--- src/rtl/gpu_pkg.sv ---
// Shared encodings for the compute core: scheduler (core) states, LSU
// progress states, fetcher states and the LSU operation type.
// No ports; imported by the scheduler, fetcher and lsu.
package gpu_pkg;

  typedef enum logic [2:0] {
    CORE_IDLE    = 3'b000,
    CORE_FETCH   = 3'b001,
    CORE_DECODE  = 3'b010,
    CORE_REQUEST = 3'b011,
    CORE_WAIT    = 3'b100,
    CORE_EXECUTE = 3'b101,
    CORE_UPDATE  = 3'b110,
    CORE_DONE    = 3'b111
  } core_state_e;

  typedef enum logic [1:0] {
    LSU_IDLE       = 2'b00,
    LSU_REQUESTING = 2'b01,
    LSU_WAITING    = 2'b10,
    LSU_DONE       = 2'b11
  } lsu_state_e;

  typedef enum logic [2:0] {
    FETCHER_IDLE     = 3'b000,
    FETCHER_FETCHING = 3'b001,
    FETCHER_DONE     = 3'b010
  } fetcher_state_e;

  typedef enum logic {
    OP_READ  = 1'b0,
    OP_WRITE = 1'b1
  } lsu_op_e;

endpackage

--- src/rtl/lsu.sv ---
// Per-thread load-store unit. Issues one memory read (LDR) or write (STR)
// per instruction over a valid/ready channel and reports progress on
// lsu_state for the scheduler to poll.
//
// Ports:
//   clk, reset (async, active low)
//   enable, core_state, decoded_mem_read_enable, decoded_mem_write_enable,
//   rs (address), rt (store data)                      - from core/decode
//   mem_read_valid/address, mem_read_ready/data        - read channel
//   mem_write_valid/address/data, mem_write_ready      - write channel
//   lsu_state (progress), lsu_out (last loaded value)  - to core
//
// state      | meaning
// -----------+---------------------------------------------------------
// IDLE       | waiting for an enabled LDR/STR in the REQUEST cycle
// REQUESTING | one cycle: raise valid with the latched address/data
// WAITING    | hold request until the matching ready is seen
// DONE       | operation complete, waiting for core UPDATE
module lsu
  import gpu_pkg::*;
#(
  parameter int DATA_BITS = 8,
  parameter int ADDR_BITS = 8
) (
  input  logic                 clk,
  input  logic                 reset,
  input  logic                 enable,
  input  logic [2:0]           core_state,
  input  logic                 decoded_mem_read_enable,
  input  logic                 decoded_mem_write_enable,
  input  logic [DATA_BITS-1:0] rs,
  input  logic [DATA_BITS-1:0] rt,
  output logic                 mem_read_valid,
  output logic [ADDR_BITS-1:0] mem_read_address,
  input  logic                 mem_read_ready,
  input  logic [DATA_BITS-1:0] mem_read_data,
  output logic                 mem_write_valid,
  output logic [ADDR_BITS-1:0] mem_write_address,
  output logic [DATA_BITS-1:0] mem_write_data,
  input  logic                 mem_write_ready,
  output logic [1:0]           lsu_state,
  output logic [DATA_BITS-1:0] lsu_out
);

  lsu_state_e           state_q, state_d;
  lsu_op_e              op_q, op_d;
  logic [ADDR_BITS-1:0] addr_q, addr_d;
  logic [DATA_BITS-1:0] data_q, data_d;

  logic                 rd_valid_q, rd_valid_d;
  logic [ADDR_BITS-1:0] rd_addr_q, rd_addr_d;
  logic                 wr_valid_q, wr_valid_d;
  logic [ADDR_BITS-1:0] wr_addr_q, wr_addr_d;
  logic [DATA_BITS-1:0] wr_data_q, wr_data_d;
  logic [DATA_BITS-1:0] lsu_out_q, lsu_out_d;

  logic [ADDR_BITS-1:0] rs_addr;
  logic                 start;
  logic                 ready_seen;

  // Address is the low ADDR_BITS of rs, zero-extended when wider.
  if (ADDR_BITS > DATA_BITS) begin : g_addr_ext
    assign rs_addr = {{(ADDR_BITS-DATA_BITS){1'b0}}, rs};
  end else begin : g_addr_trunc
    assign rs_addr = rs[ADDR_BITS-1:0];
  end

  assign start = enable && (core_state == CORE_REQUEST) &&
                 (decoded_mem_read_enable || decoded_mem_write_enable);

  // Only the channel matching the latched op can complete it.
  assign ready_seen = (op_q == OP_READ) ? mem_read_ready : mem_write_ready;

  // State register and all datapath registers
  always_ff @(posedge clk or negedge reset) begin
    if (!reset) begin
      state_q    <= LSU_IDLE;
      op_q       <= OP_READ;
      addr_q     <= '0;
      data_q     <= '0;
      rd_valid_q <= 1'b0;
      rd_addr_q  <= '0;
      wr_valid_q <= 1'b0;
      wr_addr_q  <= '0;
      wr_data_q  <= '0;
      lsu_out_q  <= '0;
    end else begin
      state_q    <= state_d;
      op_q       <= op_d;
      addr_q     <= addr_d;
      data_q     <= data_d;
      rd_valid_q <= rd_valid_d;
      rd_addr_q  <= rd_addr_d;
      wr_valid_q <= wr_valid_d;
      wr_addr_q  <= wr_addr_d;
      wr_data_q  <= wr_data_d;
      lsu_out_q  <= lsu_out_d;
    end
  end

  // Next-state logic, plus capture of the operation in the REQUEST cycle
  always_comb begin
    state_d = state_q;
    op_d    = op_q;
    addr_d  = addr_q;
    data_d  = data_q;
    case (state_q)
      LSU_IDLE: begin
        if (start) begin
          state_d = LSU_REQUESTING;
          addr_d  = rs_addr;
          // Read has priority when both decode enables are set.
          if (decoded_mem_read_enable) begin
            op_d = OP_READ;
          end else begin
            op_d   = OP_WRITE;
            data_d = rt;
          end
        end
      end
      LSU_REQUESTING: state_d = LSU_WAITING;
      LSU_WAITING:    if (ready_seen) state_d = LSU_DONE;
      LSU_DONE:       if (core_state == CORE_UPDATE) state_d = LSU_IDLE;
      default:        state_d = LSU_IDLE;
    endcase
  end

  // Registered-output next values
  always_comb begin
    rd_valid_d = rd_valid_q;
    rd_addr_d  = rd_addr_q;
    wr_valid_d = wr_valid_q;
    wr_addr_d  = wr_addr_q;
    wr_data_d  = wr_data_q;
    lsu_out_d  = lsu_out_q;
    case (state_q)
      LSU_REQUESTING: begin
        if (op_q == OP_READ) begin
          rd_valid_d = 1'b1;
          rd_addr_d  = addr_q;
        end else begin
          wr_valid_d = 1'b1;
          wr_addr_d  = addr_q;
          wr_data_d  = data_q;
        end
      end
      LSU_WAITING: begin
        if (op_q == OP_READ && mem_read_ready) begin
          lsu_out_d  = mem_read_data;
          rd_valid_d = 1'b0;
        end else if (op_q == OP_WRITE && mem_write_ready) begin
          wr_valid_d = 1'b0;
        end
      end
      default: ;
    endcase
  end

  assign mem_read_valid    = rd_valid_q;
  assign mem_read_address  = rd_addr_q;
  assign mem_write_valid   = wr_valid_q;
  assign mem_write_address = wr_addr_q;
  assign mem_write_data    = wr_data_q;
  assign lsu_state         = state_q;
  assign lsu_out           = lsu_out_q;

endmodule

--- config.mk ---
export PLATFORM = sky130hd
export DESIGN_NAME = lsu
export DESIGN_NICKNAME = d
export VERILOG_FILES = /design/src/rtl/gpu_pkg.sv /design/src/rtl/lsu.sv
export SDC_FILE = /design/constraint.sdc
export NUM_CORES = 1
export LEC_CHECK = 0
export ABC_CLOCK_PERIOD_IN_PS = 2500
export CORE_UTILIZATION = 30
export CTS_CLUSTER_DIAMETER = 150
export DETAILED_ROUTE_END_ITERATION = 8
export PLACE_DENSITY = 0.65
export SYNTH_ARGS = -nofsm -noshare
export SYNTH_HDL_FRONTEND = slang
export SYNTH_SLANG_ARGS = --single-unit
--- constraint.sdc ---
create_clock -name clk -period 2.5 [get_ports clk]
set_input_delay 0.5 -clock clk [delete_from_list [all_inputs] [get_ports clk]]
set_output_delay 0.5 -clock clk [all_outputs]
set_load 0.03 [all_outputs]
Word-level counts from Yosys, hierarchy flattened
Cells that the tools add are included.
- bits in registers: 53
- input bits: 34
- output and inout bits: 36
- logic and storage cells: 53
- eq/ne operators: 13
- muxes and demuxes: 13
- bitwise operators: 2
- reductions and logical operators: 15
- operators by type and width (cell ; count):
    $ne A2 B2 Y1 const B ; 8
    $reduce_and A3 Y1 ; 3
    $pmux W2 S4 ; 1
    $reduce_and A2 Y1 ; 4
    $mux W1 ; 7
    $mux W2 ; 3
    $eq A2 B2 Y1 const B ; 2
    $logic_and A1 B1 Y1 ; 4
    $pmux W1 S2 ; 2
    $reduce_and A4 Y1 ; 1
    $eq A3 B2 Y1 const B ; 1
    $eq A3 B3 Y1 const B ; 1
    $eq A2 B1 Y1 const B ; 1
    $logic_not A2 Y1 ; 1
    $not A1 Y1 ; 2
    $reduce_bool A2 Y1 ; 1
    $logic_or A1 B1 Y1 ; 1

Depth between registers and ports, before layout
Gate-level depths: netlist of run 1.
- depth in word-level cells: 5
- gate-level depth with buffers: 7
- mapped depth without buffers: 5

Worst setup path before layout of run 1
No wires, ideal clock.
- path type: reg2reg
- start point: reg state_q[1], in the netlist lsu_state[1]
- end point: reg wr_addr_q[2], in the netlist mem_write_address[2]
- library setup time: 125 ps
- data arrival time: 1662 ps
- data required time: 2375 ps
- path slack: 713 ps
- cell stages (with the launch flop): 6
- buffers on the path: 1
- clock period less this slack: 1787 ps
- cell sequence: dfrtp_1 > inv_1 > ha_1 > nand2_1 > buf_2 > mux2_2
- longest elaborated chain between the ends: 2
- ends and longest elaborated chain (item ; RTL line ; text):
    start: declaration ; lsu.sv:45 ; lsu_state_e state_q, state_d;
    start signal: assignment ; lsu.sv:88 ; state_q <= state_d;
    $eq A2 B1 Y1 ; lsu.sv:136 ; case (state_q)
    $reduce_and A2 Y1 (no source line) ; -- ;
    end signal: assignment ; lsu.sv:95 ; wr_addr_q <= wr_addr_d;
    end: declaration ; lsu.sv:53 ; logic [ADDR_BITS-1:0] wr_addr_q, wr_addr_d;
No other way between the ends.
A chain may end at the register's enable or synchronous reset.

Worst setup path in the final report of run 1
- start point: reg state_q[0], in the netlist lsu_state[0]
- end point: out lsu_state[0]
- RTL lines (item ; RTL line ; text):
    end: declaration ; lsu.sv:41 ; output logic [1:0] lsu_state,
No word-level cell between the ends.

==> results of run 1 <==
[cell usage in the layout (no fill, tap or decap)]
| master | netlist | routed |
|---|---|---|
| a21oi_1 | 2 | 2 |
| buf_12 | 0 | 1 |
| buf_2 | 1 | 1 |
| buf_4 | 0 | 2 |
| clkbuf_8 | 0 | 5 |
| clkdlybuf4s50_1 | 0 | 68 |
| clkinv_2 | 0 | 1 |
| clkinvlp_4 | 0 | 1 |
| dfrtp_1 | 53 | 53 |
| ha_1 | 5 | 5 |
| inv_1 | 3 | 3 |
| inv_6 | 0 | 1 |
| mux2_2 | 41 | 41 |
| mux2_4 | 8 | 8 |
| mux2i_1 | 1 | 1 |
| nand2_1 | 6 | 6 |
| nand2b_1 | 1 | 1 |
| nand2b_4 | 1 | 1 |
| nand3_1 | 3 | 3 |
| nand4b_4 | 1 | 1 |
| nor2_1 | 2 | 2 |
| nor3b_2 | 1 | 1 |
| o21ai_0 | 5 | 5 |
[cell families after synthesis]
family | Yosys count | synth area share (%)
flip-flops | 53 | 61.52
multiplexers | 50 | 27.45
AND/OR/NAND/NOR | 15 | 4.701
AO/OA/AOI/OAI | 7 | 1.625
buffers and inverters | 6 | 1.799
adder cells (fa/ha/maj) | 5 | 2.902
[layout make-up]
type / count / area (sq um) / share of cell area (%)
inverters: 3 / 11.26 / 0.3681
repair buffers: 72 / 720.7 / 23.56
clock buffers: 5 / 68.82 / 2.249
well taps: 96 / 120.1 / 3.926
flip-flops and latches: 53 / 1326 / 43.35
clock inverters: 3 / 21.27 / 0.6953
multi-input cells: 77 / 790.8 / 25.85
[power by group through the flow]
stage	Clock, W	Combinational, W	Sequential (W)
finish	0.000480	0.00167	0.00138
global route	0.000539	0.00178	0.00143
CTS	0.000510	0.00170	0.00139
detailed placement	0	0.00169	0.00141
global placement	0	0.00167	0.00140
floorplan	0	0.000570	0.00184
[layer usage]
metal  global-route usage (%)  wire length [um]  vias to the layer above
met5                        0                 0                        -
met4                    3.636                37                        0
met3                    3.333               228                        5
met2                    20.42              1957                       44
met1                    14.06              1814                      660
li1                         -                 -                      627
[final timing paths]
| kind | startpoint | slack [ps] | endpoint |
|---|---|---|---|
| min | reset | 160 | mem_read_valid |
| max reg2reg | lsu_state[0] | 690 | addr_q[7] |
| max | lsu_state[0] | 570 | lsu_state[0] |
| min in group clk | mem_write_data[7] | 510 | mem_write_data[7] |
| min reg2reg | mem_write_data[7] | 510 | mem_write_data[7] |
| max in group asynchronous | reset | 1790 | mem_write_address[5] |
[metrics by stage]
stage | area, sq um | setup slack, ps
2_1_floorplan | 2156 | 713.5
3_3_place_gp | 2969 | 286.5
3_5_place_dp | 2969 | 253.3
4_1_cts | 3059 | 546.9
5_1_grt | 3059 | 481.2
6_report | 3059 | 571.1
[synth_stat cells]
master	n
nor3b_2	1
nor2_1	2
buf_2	1
o21ai_0	5
nand2b_4	1
ha_1	5
a21oi_1	2
nand2b_1	1
buf_6	2
inv_1	3
nand2_1	6
nand4b_4	1
mux2i_1	1
nand3_1	3
dfrtp_1	53
mux2_4	8
mux2_2	41
[flip-flops by register name, indices dropped and copies added, names as in the netlist]
name and flops:
mem_read_address 8, lsu_state 2, op_q 1, lsu_out 8
mem_write_valid 1, mem_write_data 8, addr_q 8, mem_read_valid 1
mem_write_address 8, data_q 8
==> run_results.csv, run 1 <==
group,metric,value,unit
outcome,status,"complete, no violations",
logic_synthesis,synth_top_area_share,61.52,%
logic_synthesis,synth.yosys.seq_area_share,61.52,%
logic_synthesis,ys_top_cells_by_area,"dfrtp_1, mux2_2, mux2_4",
route,first_iter_violations,38,
setup_path,rr_worst_depth,5,
global_routing,grt_overflow,0,
floorplan,io_pins,70,
pwr,p_leak,1.417,nW
logic_synthesis,synth_area_leader_cell,"dfrtp_1",
pwr,powerDensity,1154,nW/um^2
logic_synthesis,syn_area_per_cell,15.85,sq um
floorplan,dieArea,7529,sq um
sta,holdWs,160.7,ps
sta,fin_tns_setup,0,ps
worst_hold_path,hold_path.class,"in -> async",
placement,placedCellCount,301,
sta,max_slew_margin,65.76,%
clock_network,clock_path_buffers,2,
logic_synthesis,syn_inst,136,
sta,setup_violations,0,
clock_network,cts_hold_buffers,0,
route,dr.pass1.iters,3,
setup_path,crit_family,"buffers and inverters",
route,antenna_left,0,
pwr,power.total,0.003531,W
placement,hpwlAfterDp,2987,um
sta,clock-skew-final,7.506,ps
cells_and_area,nFillCells,643,
setup_path,path_max_fanout,4,
clock_network,cts_resized,0,
clock_network,cts_root_buf,"clkbuf_8",
job,drv_cap,0,
clock_network,cts_sinks,53,
route,routedWlPerCell,13.06,um
sta,tightest_slew,513.6,ps
clock_network,numCtsBuffers,5,
clock_network,cts_tree,"built",
global_routing,antenna_found_initial,0,
setup_path,cp_num_buf_inv,1,
setup_path,crit_chain,"clkdlybuf4s50_1",
setup_path,cp_slowest_cell,"clkdlybuf4s50_1",
setup_path,critPathArrivalTime,1430,ps
global_routing,grt_max_degree,34,
route,vias,1336,
pwr,sw_frac_of_total,37.01,%
logic_synthesis,synthesis.area,2156,sq um
sta,rsz0062_at_grt,"false",
route,via_per_inst,4.324,
setup_path,worst-setup-path-type,"reg -> out",
pwr,clock_power_share,13.6,%
floorplan,design.core.area,6869,sq um
clock_network,clk_pin_slew,100,ps
cells_and_area,drive_gt1_share,30.05,%
setup_path,cp-start-kind,"flip-flop",
setup_path,end_kind,"primary output",
logic_synthesis,synth.distinct_cells,17,
clock_network,postCtsSetupBuffers,0,
floorplan,die_w,86.77,um
clock_network,clk_latency,300,ps
route,drt_wl_total,4037,um
setup_path,cp.required,2000,ps
floorplan,initial_utilization,31.38,%
placement,io_buffer_count,69,
logic_synthesis,synth_nets,175,
pwr,pwr-share-comb,47.2,%
route,route.detailed.drc,0,
sta,post-route-min-period,1929,ps
sta,hold_violations,0,
clock_network,cts.htree.levels,2,
sta,slew_violations,0,
sta,clock.fmax,518.4,MHz
pwr,peakVddDrop,0.0005273,V
floorplan,chipHeight,86.77,um
setup_path,max_stage_delay,700,ps
global_routing,grt_pass1_wl,6630,um
cells_and_area,syn2layout_area_growth,41.90,%
placement,place.gp.congestion,0.7024,
pwr,seqPwrFrac,39.2,%
cells_and_area,nets,251,
pwr,p_int,0.002224,W
logic_synthesis,ys_ff_latch,53,
floorplan,row_count,30,
global_routing,grt_usage,11.74,%
setup_path,worst-path-stages,1,
logic_synthesis,yosys_warnings,0,
cells_and_area,num_antenna_cells,0,
global_routing,grt_pass1_vias,1449,
pwr,p_sw,0.001307,W
cells_and_area,layout.cells.non_filler,309,
cells_and_area,fin_util,44.54,%
sta,fin_crit_sh,77.15,%
Note: power is estimated with default switching activity, not from simulation.
==> run 2, diff against run 1 <==
ABC_CLOCK_PERIOD_IN_PS = 1900   (was 2500)
clock period = 1.9 ns   (was 2.5 ns; I/O delays follow)
==> run 2 against run 1 <==
Utilization up 0.60 points. Clock skew fell by 0.87 ps. First-iteration DRC count decreased by 29%. Die area unchanged. Combinational power grew 32%. Sequential power up 32%. Sequential share of layout area decreased by 0.58 points. Via count increased by 0.97%. Clock power increased by 57%. Total power increased by 35%. Final area rose by 1.3%. Non-clock buffer count grew 1. Largest power group unchanged.
==> run_results.csv, run 2 (synthesis results as in run 1) <==
group,metric,value,unit
route,via_per_inst,4.352,
clock_network,clk_latency,300,ps
clock_network,cts_tree,"built",
floorplan,chipHeight,86.77,um
cells_and_area,nets,252,
global_routing,grt_max_degree,54,
route,first_iter_violations,27,
setup_path,cp.required,1520,ps
pwr,seqPwrFrac,38.1,%
setup_path,crit_chain,"clkdlybuf4s50_1",
sta,setup_violations,0,
clock_network,cts.htree.levels,2,
clock_network,cts_resized,0,
sta,slew_violations,0,
setup_path,worst-setup-path-type,"reg -> out",
route,routedWlPerCell,12.92,um
setup_path,cp_slowest_cell,"clkdlybuf4s50_1",
outcome,status,"complete, no violations",
setup_path,cp_num_buf_inv,1,
clock_network,clock_path_buffers,2,
job,drv_cap,0,
floorplan,row_count,30,
worst_hold_path,hold_path.class,"in -> async",
clock_network,postCtsSetupBuffers,0,
floorplan,io_pins,70,
global_routing,grt_pass1_wl,6492,um
global_routing,antenna_found_initial,0,
global_routing,grt_usage,11.42,%
cells_and_area,syn2layout_area_growth,43.82,%
route,dr.pass1.iters,4,
pwr,clock_power_share,15.8,%
floorplan,die_w,86.77,um
clock_network,numCtsBuffers,5,
placement,hpwlAfterDp,2801,um
pwr,p_leak,1.436,nW
setup_path,path_max_fanout,4,
pwr,peakVddDrop,0.0006625,V
clock_network,cts_hold_buffers,0,
route,antenna_left,0,
route,route.detailed.drc,0,
setup_path,crit_family,"buffers and inverters",
global_routing,grt_overflow,0,
cells_and_area,num_antenna_cells,0,
setup_path,end_kind,"primary output",
cells_and_area,mostFrequentLayoutCells,"clkdlybuf4s50_1, dfrtp_1, mux2_2",
sta,hold_violations,0,
sta,max_slew_margin,70.77,%
sta,clock.fmax,554.0,MHz
sta,fin_ws,94.94,ps
pwr,pwr-share-comb,46.1,%
pwr,p_int,0.003062,W
route,vias,1349,
sta,tightest_slew,437.4,ps
floorplan,design.core.area,6869,sq um
placement,place_ws,-49.48,ps
floorplan,dieArea,7529,sq um
pwr,powerDensity,1539,nW/um^2
setup_path,max_stage_delay,710,ps
cells_and_area,drive_gt1_share,29.91,%
global_routing,grt_pass1_vias,1341,
sta,post-route-min-period,1805,ps
clock_network,clk_pin_slew,90,ps
sta,fin_tns_setup,0,ps
placement,io_buffer_count,69,
route,drt_wl_total,4005,um
setup_path,critPathArrivalTime,1430,ps
clock_network,cts_sinks,53,
placement,place.gp.congestion,0.7142,
pwr,sw_frac_of_total,35.82,%
cells_and_area,final_common_cell,"clkdlybuf4s50_1",
sta,fin_crit_sh,95.00,%
sta,rsz0062_at_grt,"false",
floorplan,initial_utilization,31.38,%
pwr,p_sw,0.001709,W
sta,clock-skew-final,6.633,ps
setup_path,cp-start-kind,"flip-flop",
clock_network,cts_root_buf,"clkbuf_8",
-- run 2: cell type report --
type / instances / area [sq um]
Timing Repair Buffer: 73 / 740.7
Inverter: 3 / 11.26
Multi-Input combinational cell: 77 / 790.8
Tap cell: 96 / 120.1
Clock inverter: 2 / 38.79
Clock buffer: 6 / 72.57
Sequential cell: 53 / 1326
Fill cell: 646 / 3769
-- run 2: metrics by stage --
stage          hold slack [ps]  instance area [sq um]  cells  total power, W  util (%)
2_1_floorplan            84.41                   2156    136        0.003166         -
3_3_place_gp             396.9                   2989    302        0.004041     43.52
3_5_place_dp             399.8                   2989    302        0.004076     43.52
4_1_cts                  65.29                   3100    310        0.004860     45.14
5_1_grt                  63.26                   3100    310        0.005071     45.14
6_report                 61.52                   3100    310        0.004771     45.14
-- run 2: power groups by stage --
stage	Sequential [W]	Clock, W	Combinational (W)
6_report	0.00182	0.000753	0.00220
5_1_grt	0.00188	0.000842	0.00235
4_1_cts	0.00183	0.000797	0.00224
3_5_place_dp	0.00184	0	0.00223
3_3_place_gp	0.00184	0	0.00220
2_1_floorplan	0.00242	0	0.000750
-- run 2: worst paths after layout --
| kind | start | end | slack, ps | cells past startpoint |
|---|---|---|---|---|
| setup / recovery | lsu_state[0] | lsu_state[0] | 90 | 1 |
| hold / removal | reset | mem_read_address[7] | 60 | 2 |
| setup reg to reg | lsu_state[0] | data_q[4] | 260 | 6 |
| hold reg to reg | mem_read_address[5] | mem_read_address[5] | 510 | 1 |
| max in group asynchronous | reset | addr_q[1] | 1600 | 2 |
| min in group clk | mem_read_address[5] | mem_read_address[5] | 510 | 1 |
-- run 2: per-layer routing --
metal / vias to the layer above / GRT usage [%] / wire length (um)
met5: - / 0 / 0
met4: 0 / 3.182 / 39
met3: 5 / 3.524 / 232
met2: 45 / 18.25 / 1972
met1: 668 / 15.01 / 1760
li1: 631 / - / -
